$ cat src/rtl/cpm_fifo_arb.sv
// Burst arbiter granting one requester at a time exclusive write access to a shared FIFO.
// Define CPM_FIFO_ARB_PRIO_EN to give requester 0 absolute priority whenever it is eligible.
module cpm_fifo_arb #(
  parameter int NUM_REQ    = 4,
  parameter int DATA_WIDTH = 64,
  parameter int ADDR_WIDTH = 4,
  parameter int LEN_WIDTH  = 4
) (
  input  logic                          clk,
  input  logic                          rst_n,
  input  logic                          Reset,
  input  logic [NUM_REQ-1:0]            req,
  input  logic [NUM_REQ*LEN_WIDTH-1:0]  req_len,
  input  logic [NUM_REQ-1:0]            wr_vld,
  input  logic [NUM_REQ*DATA_WIDTH-1:0] wr_data,
  output logic [NUM_REQ-1:0]            grant,
  output logic [NUM_REQ-1:0]            wr_rdy,
  output logic                          burst_done,
  output logic                          busy,
  output logic                          fifo_push,
  output logic [DATA_WIDTH-1:0]         fifo_data_in,
  input  logic [ADDR_WIDTH:0]           fifo_count_empty,
  input  logic                          fifo_full
);
  localparam int IDX_W = (NUM_REQ > 1) ? $clog2(NUM_REQ) : 1;
  localparam int CMP_W = (LEN_WIDTH > ADDR_WIDTH + 1) ? LEN_WIDTH : ADDR_WIDTH + 1;

  typedef enum logic {IDLE, BURST} state_t;
  state_t state, state_nxt;

  logic [IDX_W-1:0]     rr_ptr, g_idx, win_idx, cand;
  logic [LEN_WIDTH-1:0] len_lat, beat_cnt;
  logic [NUM_REQ-1:0]   elig;
  logic                 win_vld, last_beat;

  // A requester only competes if its whole burst fits in the free space right now.
  for (genvar i = 0; i < NUM_REQ; i++) begin : g_elig
    logic [LEN_WIDTH-1:0] len_i;
    assign len_i   = req_len[i*LEN_WIDTH +: LEN_WIDTH];
    assign elig[i] = req[i] && (len_i != '0) && (CMP_W'(len_i) <= CMP_W'(fifo_count_empty));
  end

  // Scan downward so the candidate closest to rr_ptr is the last (winning) write.
  always_comb begin
    // NOTE: every variable gets a default before any branch so no latch is inferred.
    win_vld = 1'b0;
    win_idx = '0;
    cand    = '0;
    for (int off = NUM_REQ - 1; off >= 0; off--) begin
      cand = IDX_W'((int'(rr_ptr) + off) % NUM_REQ);
      if (elig[cand]) begin
        win_vld = 1'b1;
        win_idx = cand;
      end
    end
`ifdef CPM_FIFO_ARB_PRIO_EN
    if (elig[0]) win_idx = '0;
`endif
  end

  always_comb begin
    state_nxt = state;
    wr_rdy    = '0;
    fifo_push = 1'b0;
    // A synchronous clear in progress must already suppress the handshake this cycle.
    if (state == BURST && !Reset) begin
      wr_rdy[g_idx] = !fifo_full;
      fifo_push     = wr_vld[g_idx] & !fifo_full;
    end
    last_beat = fifo_push && (({1'b0, beat_cnt} + 1'b1) == {1'b0, len_lat});
    case (state)
      IDLE:    if (win_vld)   state_nxt = BURST;
      BURST:   if (last_beat) state_nxt = IDLE;
      default:                state_nxt = IDLE;
    endcase
    if (Reset) state_nxt = IDLE;
  end

  assign fifo_data_in = wr_data[g_idx*DATA_WIDTH +: DATA_WIDTH];
  assign busy         = (state == BURST);

  always_ff @(posedge clk or negedge rst_n) begin
    // NOTE: sequential state uses non-blocking assignments so all registers update together.
    if (!rst_n) state <= IDLE;
    else        state <= state_nxt;
  end

  always_ff @(posedge clk or negedge rst_n) begin
    if (!rst_n) begin
      grant      <= '0;
      g_idx      <= '0;
      len_lat    <= '0;
      beat_cnt   <= '0;
      rr_ptr     <= '0;
      burst_done <= 1'b0;
    end else if (Reset) begin
      grant      <= '0;
      g_idx      <= '0;
      len_lat    <= '0;
      beat_cnt   <= '0;
      rr_ptr     <= '0;
      burst_done <= 1'b0;
    end else begin
      burst_done <= 1'b0;
      if (state == IDLE && win_vld) begin
        grant    <= NUM_REQ'(1) << win_idx;
        g_idx    <= win_idx;
        len_lat  <= req_len[win_idx*LEN_WIDTH +: LEN_WIDTH];
        beat_cnt <= '0;
      end else if (last_beat) begin
        grant      <= '0;
        burst_done <= 1'b1;
        beat_cnt   <= '0;
        rr_ptr     <= (int'(g_idx) == NUM_REQ - 1) ? '0 : g_idx + 1'b1;
      end else if (fifo_push) begin
        beat_cnt <= beat_cnt + 1'b1;
      end
    end
  end
endmodule

$ cat config.mk
export PLATFORM = sky130hd
export DESIGN_NAME = cpm_fifo_arb
export DESIGN_NICKNAME = d
export VERILOG_FILES = /design/src/rtl/cpm_fifo_arb.sv
export SDC_FILE = /design/constraint.sdc
export NUM_CORES = 1
export LEC_CHECK = 0
export CAP_MARGIN = 20
export CORE_AREA = 2 2 141 143
export CTS_CLUSTER_DIAMETER = 60
export DETAILED_ROUTE_END_ITERATION = 12
export DIE_AREA = 0 0 143 145
export HOLD_SLACK_MARGIN = 0.08
export SLEW_MARGIN = 20
export SYNTH_ARGS = -nofsm -noshare
export SYNTH_HDL_FRONTEND = slang
export SYNTH_SLANG_ARGS = --single-unit
export TNS_END_PERCENT = 100
$ cat constraint.sdc
create_clock -name clk -period 2.93 [get_ports clk]
set_input_delay 0.586 -clock clk [delete_from_list [all_inputs] [get_ports clk]]
set_output_delay 0.586 -clock clk [all_outputs]
set_load 0.1 [all_outputs]
==> results of run 1 <==
[registers in the layout, indices dropped and copies added (netlist names)]
name / cells
beat_cnt: 4
grant: 4
len_lat: 4
g_idx: 2
rr_ptr: 2
burst_done: 1
busy: 1
[repair_timing]
item | 4_1_cts | 5_1_grt
gates resized for setup | 42 | 17
setup buffers | 5 | 1
pin swaps | 17 | 5
endpoints found under the setup margin | 13 | 12
[critical path: cells and delay by family]
kind	cells	cell delay (ns)
compound gates	5	1.15
simple gates	2	0.53
buf+inv	3	0.52
fa+ha+maj	1	0.21
[metrics by stage]
step	area (sq um)	worst slack, ns	hold slack [ns]
after floorplan	3120	0.155	0.290
after global placement	8040	-0.341	0.481
after detailed placement	8040	-0.508	0.478
after CTS	8370	0.00745	0.494
after global routing	8460	-0.0203	0.514
final	8470	0.0741	0.492
[worst paths after layout]
check	endpoint	slack, ns	cells after the start
max	len_lat[3]	0.07	11
min	grant[0]	0.49	1
max reg2reg	beat_cnt[3]	0.81	7
min reg2reg	grant[0]	0.49	1
max in group asynchronous	g_idx[0]	1.50	1
min in group asynchronous	len_lat[1]	0.82	1
[report_power, final]
group / internal (mW) / switching [mW] / leakage, nW / total (mW)
Clock: 0.208 / 0.0947 / 0.0442 / 0.303
Combinational: 1.17 / 1.45 / 2.99 / 2.62
Sequential: 0.266 / 0.0191 / 0.242 / 0.285
[logic make-up (layout without fill, tap and decap cells)]
group,after synthesis,after routing,share of synthesized area [%]
fa+ha+maj,21,21,8.42
compound gates,39,39,10.1
other cells,0,9,0
xor+xnor,6,6,1.68
buf+inv,34,429,4.49
flops,18,18,14.4
mux,76,76,50.5
simple gates,52,52,10.4
[final cells by class]
type                            count  area [sq um]  share of cell area [%]
Tap cell                          265           332                    3.91
Timing Repair Buffer              410          4720                    55.7
Inverter                           15          63.8                   0.753
Multi-Input combinational cell    194          2790                    32.9
Antenna cell                        9          22.5                   0.266
Sequential cell                    18           455                    5.38
Clock buffer                        4          88.8                    1.05
[routing by layer]
metal  GRT usage (%)  share of wire [%]  up-vias
met5               0               0.44        -
met4            3.17               0.48       16
met3            7.43                 10       23
met2            33.8                 48      231
met1            25.8                 41     2093
li1                -                  -     1847
[cells in the final DEF, fill, tap and decap left out, types with 3 or more instances in the layout]
| cell | netlist | layout |
|---|---|---|
| clkdlybuf4s50_1 | 0 | 274 |
| nand3b_1 | 6 | 6 |
| nor3b_1 | 4 | 3 |
| a21o_1 | 3 | 3 |
| nor3_1 | 3 | 3 |
| mux2i_2 | 0 | 5 |
| dfrtp_1 | 18 | 16 |
| clkbuf_16 | 0 | 3 |
| ha_1 | 21 | 12 |
| nand3_1 | 5 | 4 |
| inv_1 | 15 | 12 |
| o2bb2ai_1 | 5 | 5 |
| buf_4 | 0 | 49 |
| diode_2 | 0 | 9 |
| dlymetal6s2s_1 | 0 | 7 |
| a21oi_1 | 6 | 4 |
| xnor2_1 | 4 | 4 |
| nor2_1 | 8 | 7 |
| buf_12 | 0 | 73 |
| o221ai_2 | 0 | 3 |
| dlygate4sd2_1 | 0 | 7 |
| and2_1 | 5 | 5 |
| inv_4 | 0 | 3 |
| ha_4 | 0 | 9 |
| nand2_1 | 4 | 4 |
| mux2i_1 | 10 | 5 |
| mux4_2 | 65 | 65 |
==> results.cfg, run 1 <==
[floorplanning]
rows = 51
dieWidth_um = 143
die_h_um = 145
start_util_pct = 16.2
io_pins = 364
core_area_sq_um = 19200
dieArea_sq_um = 20700

[cts]
cts_buffer_depth = 2
root_buffer = clkbuf_16
hold_buffers = 0
clkLatencyLatePin_ns = 0.25
cts_tree = yes
path_clk_slew_ns = 0.05
htree_levels = 1
clock_sinks = 18
cts_buffers = 3

[run_status]
status = finished, final reports clean

[setup_path]
r2r_start = g_idx[0]
endpoint_kind = register
worst_path_max_delay_cell = a2111o_1
crit_chain = dlygate4sd2_1 > inv_4 > ha_4 > and3_4 > a221o_1 > a2111o_1 > o31ai_2 > a211oi_4 > buf_4 > or3_4 > o221ai_1
crit_type = in2reg
slowest_delay_ns = 0.43
setup.worst_path.start_class = input port
critical_path_arrival_ns = 3.02
worst-path-max-fanout = 4
cp.required_ns = 3.09
crit_start = fifo_count_empty[2]

[timing]
fin_setup_tns_ns = 0
period_minus_slack_ns = 2.86
finalMaxSlewViolations = 0
finalClockSkew_ns = 0.00206
max_freq_ghz = 0.350
setup_viol_count_final = 0
hold_violations = 0
slew_headroom_pct = 44.0
period_share_pct = 97.5
tightest_slew_ns = 0.838

[logic_synthesis]
yosysSeqAreaShare_pct = 14.4
yosysWarnings = 0
synth_cell_types = 52
ys_ff_latch = 18
yosysMostFrequentCell = mux4_2
synth_common_cells = mux4_2 (65), ha_1 (21), dfrtp_1 (18), inv_1 (15), mux2i_1 (10)
avgSynthCellArea_sq_um = 12.7
async_flop_share_pct = 100
syn_inst = 246
netlist_area_sq_um = 3120
synthesis.nets = 556
yosysTopAreaCellShare_pct = 46.9
synth_edf_count = 0
post-synth-top-area-cell = mux4_2
ys.flop_type = dfrtp_1
netlist_top_cells_area = mux4_2 (47%), dfrtp_1 (14%), ha_1 (8.4%)

[global_routing]
grt_pass1_vias = 4609
grt.overflow.total = 0
grtUsageTotal_pct = 20.4
grt_pass1_wl_um = 31000
grt_antenna_before_repair = 17
grt_max_degree = 43

[detailed_routing]
dr.pass1.iters = 4
postRouteAntennaNets = 0
wl_per_cell_um = 23.9
vias = 4210
drt_iter0_markers = 133
drc = 0
wl_um = 21900
vias_per_cell = 4.60

[final_layout]
final_core_util_pct = 44.1
final_cells = 915
filler_cell_count = 1761
drive_gt1_share_pct = 37.0
nets = 952
area_growth_pct = 171

[placement]
dpl.hpwl_um = 19200
gp_congestion = 0.924
io_buffers = 363
dp_cells = 896

[power]
power.density_nw_per_um2 = 378
totalPowerFinal_mw = 3.20
ir_drop_mv = 0.127
p_leak_nw = 3.28

[min_path]
hp-class = reg2reg
worstHoldStart = grant[0]

[job]
drv_cap = 0
(Power assumes the default switching activity.)
==> run 2: changes to the inputs <==
--- a/config.mk
+++ b/config.mk
@@ -10,7 +10,9 @@
 export CTS_CLUSTER_DIAMETER = 60
 export DETAILED_ROUTE_END_ITERATION = 12
 export DIE_AREA = 0 0 143 145
+export GPL_ROUTABILITY_DRIVEN = 0
 export HOLD_SLACK_MARGIN = 0.08
+export REMOVE_ABC_BUFFERS = 1
 export SLEW_MARGIN = 20
 export SYNTH_ARGS = -nofsm -noshare
 export SYNTH_HDL_FRONTEND = slang
==> results.cfg, run 2 (same netlist as run 1, synthesis figures left out) <==
[run_status]
status = finished, final reports clean

[final_layout]
final_cells = 928
stdcell_area_sq_um = 8560
final_common_cell = clkdlybuf4s50_1
most-common-layout-cells = clkdlybuf4s50_1 (273), buf_12 (75), mux4_2 (65)
final_core_util_pct = 44.6
reg.largest.list = beat_cnt x4, grant x4, len_lat x4
drive_gt1_share_pct = 38.2
nets = 965
area_growth_pct = 174

[placement]
dp_cells = 897
place_ws_ns = -0.527
io_buffers = 363
dpl.hpwl_um = 19600
detailed_place.area_sq_um = 8060

[setup_path]
endpoint_kind = register
worst_path_max_delay_cell = a221o_1
setup.worst_path.start_class = input port
crit_type = in2reg
crit_chain = dlygate4sd2_1 > inv_2 > ha_4 > and3_4 > a221o_1 > a2111o_1 > a21boi_2 > o211a_4 > buf_4 > or3_1 > o2bb2ai_1
critical_path_arrival_ns = 3.08
regToRegSetupSlack_ns = 0.59
slowest_delay_ns = 0.39
worst-path-max-fanout = 4
cp.required_ns = 3.10

[detailed_routing]
wl_per_cell_um = 24.1
vias_per_cell = 4.58
drc = 0
vias = 4250
dr.pass1.iters = 6
wl_um = 22400
postRouteAntennaNets = 0
drt_iter0_markers = 241

[timing]
tightest_slew_ns = 0.850
setup_viol_count_final = 0
max_freq_ghz = 0.343
fin_ws_ns = 0.0145
hold_violations = 0
finalClockSkew_ns = 0.00195
period_share_pct = 99.5
finalMaxSlewViolations = 0
slew_headroom_pct = 43.2
period_minus_slack_ns = 2.92
fin_setup_tns_ns = 0
holdWs_ns = 0.556

[power]
power.density_nw_per_um2 = 378
clockPowerShare_pct = 9.2
power_frac_comb_pct = 81.4
p_leak_nw = 3.34
internal_power_mw = 1.67
ir_drop_mv = 0.178
switchingPower_mw = 1.57
swShare_pct = 48.4
power_frac_seq_pct = 9.4
totalPowerFinal_mw = 3.24

[cts]
cts_buffer_depth = 2
clock_sinks = 18
cts_buffers = 3
hold_buffers = 0
htree_levels = 1
clkLatencyLatePin_ns = 0.25
root_buffer = clkbuf_16
path_clk_slew_ns = 0.05
cts_tree = yes

[floorplanning]
core_area_sq_um = 19200
die_h_um = 145
dieArea_sq_um = 20700
io_pins = 364
dieWidth_um = 143
start_util_pct = 16.2
rows = 51

[global_routing]
grt_pass1_wl_um = 31400
grt_antenna_before_repair = 11
grtUsageTotal_pct = 20.6
grt.overflow.total = 0
grt_max_degree = 51
grt_pass1_vias = 4722

[min_path]
hp-class = reg2reg

[job]
drv_cap = 0
[run 2: changes by cell type in the layout (fill, tap and decap cells not counted), sizes merged]
cell	delta
buf	+13
clkbuf	+1
clkdlybuf4s50	-1
dlygate4sd2	+1
dlymetal6s2s	-1
[run 2: routing by layer]
metal | global-route usage [%] | wire, um | share of wire, %
met1 | 24.1 | 8200 | 37
met2 | 36.4 | 11500 | 51
met3 | 6.44 | 2290 | 10
met4 | 4.65 | 341 | 1.5
met5 | 0 | 41 | 0.18
[run 2: critical path, delay by kind of cell]
family	cells	cell delay (ns)
compound gates	5	1.26
buf+inv	3	0.50
simple gates	2	0.51
fa+ha+maj	1	0.22
[run 2: final timing paths]
check | startpoint | end | cells past startpoint
max in group asynchronous | rst_n | g_idx[1] | 1
min reg2reg | grant[3] | grant[3] | 1
min in group asynchronous | rst_n | burst_done | 1
max reg2reg | g_idx[0] | beat_cnt[0] | 7
min | grant[3] | grant[3] | 1
max | fifo_count_empty[3] | grant[0] | 11
[run 2: timing repair]
action	4_1_cts	5_1_grt
pin swaps	15	14
setup endpoints to repair	13	13
resized for setup	40	20
setup buffers	12	5
gates cloned	1	0
[run 2: power groups by stage]
stage | Combinational [mW] | Sequential (mW) | Clock [mW]
after floorplan | 1.28 | 0.373 | 0
after global placement | 2.51 | 0.308 | 0
after detailed placement | 2.53 | 0.308 | 0
after CTS | 2.62 | 0.305 | 0.305
after global routing | 2.72 | 0.310 | 0.315
final | 2.63 | 0.303 | 0.299
[run 2: cell type report]
class	count	area [sq um]
clock buffer	4	88.8
sequential	18	458
fill	1741	10700
tap	265	332
multi-input combinational	194	2740
antenna	9	22.5
timing repair buffer	423	4860
inverter	15	56.3
==> run 3: changes to the inputs <==
--- a/config.mk
+++ b/config.mk
@@ -5,7 +5,6 @@
 export SDC_FILE = /design/constraint.sdc
 export NUM_CORES = 1
 export LEC_CHECK = 0
-export CAP_MARGIN = 20
 export CORE_AREA = 2 2 141 143
 export CTS_CLUSTER_DIAMETER = 60
 export DETAILED_ROUTE_END_ITERATION = 12
==> results of run 3 <==
Final layout, timing and power as in run 2 (identical DEF).
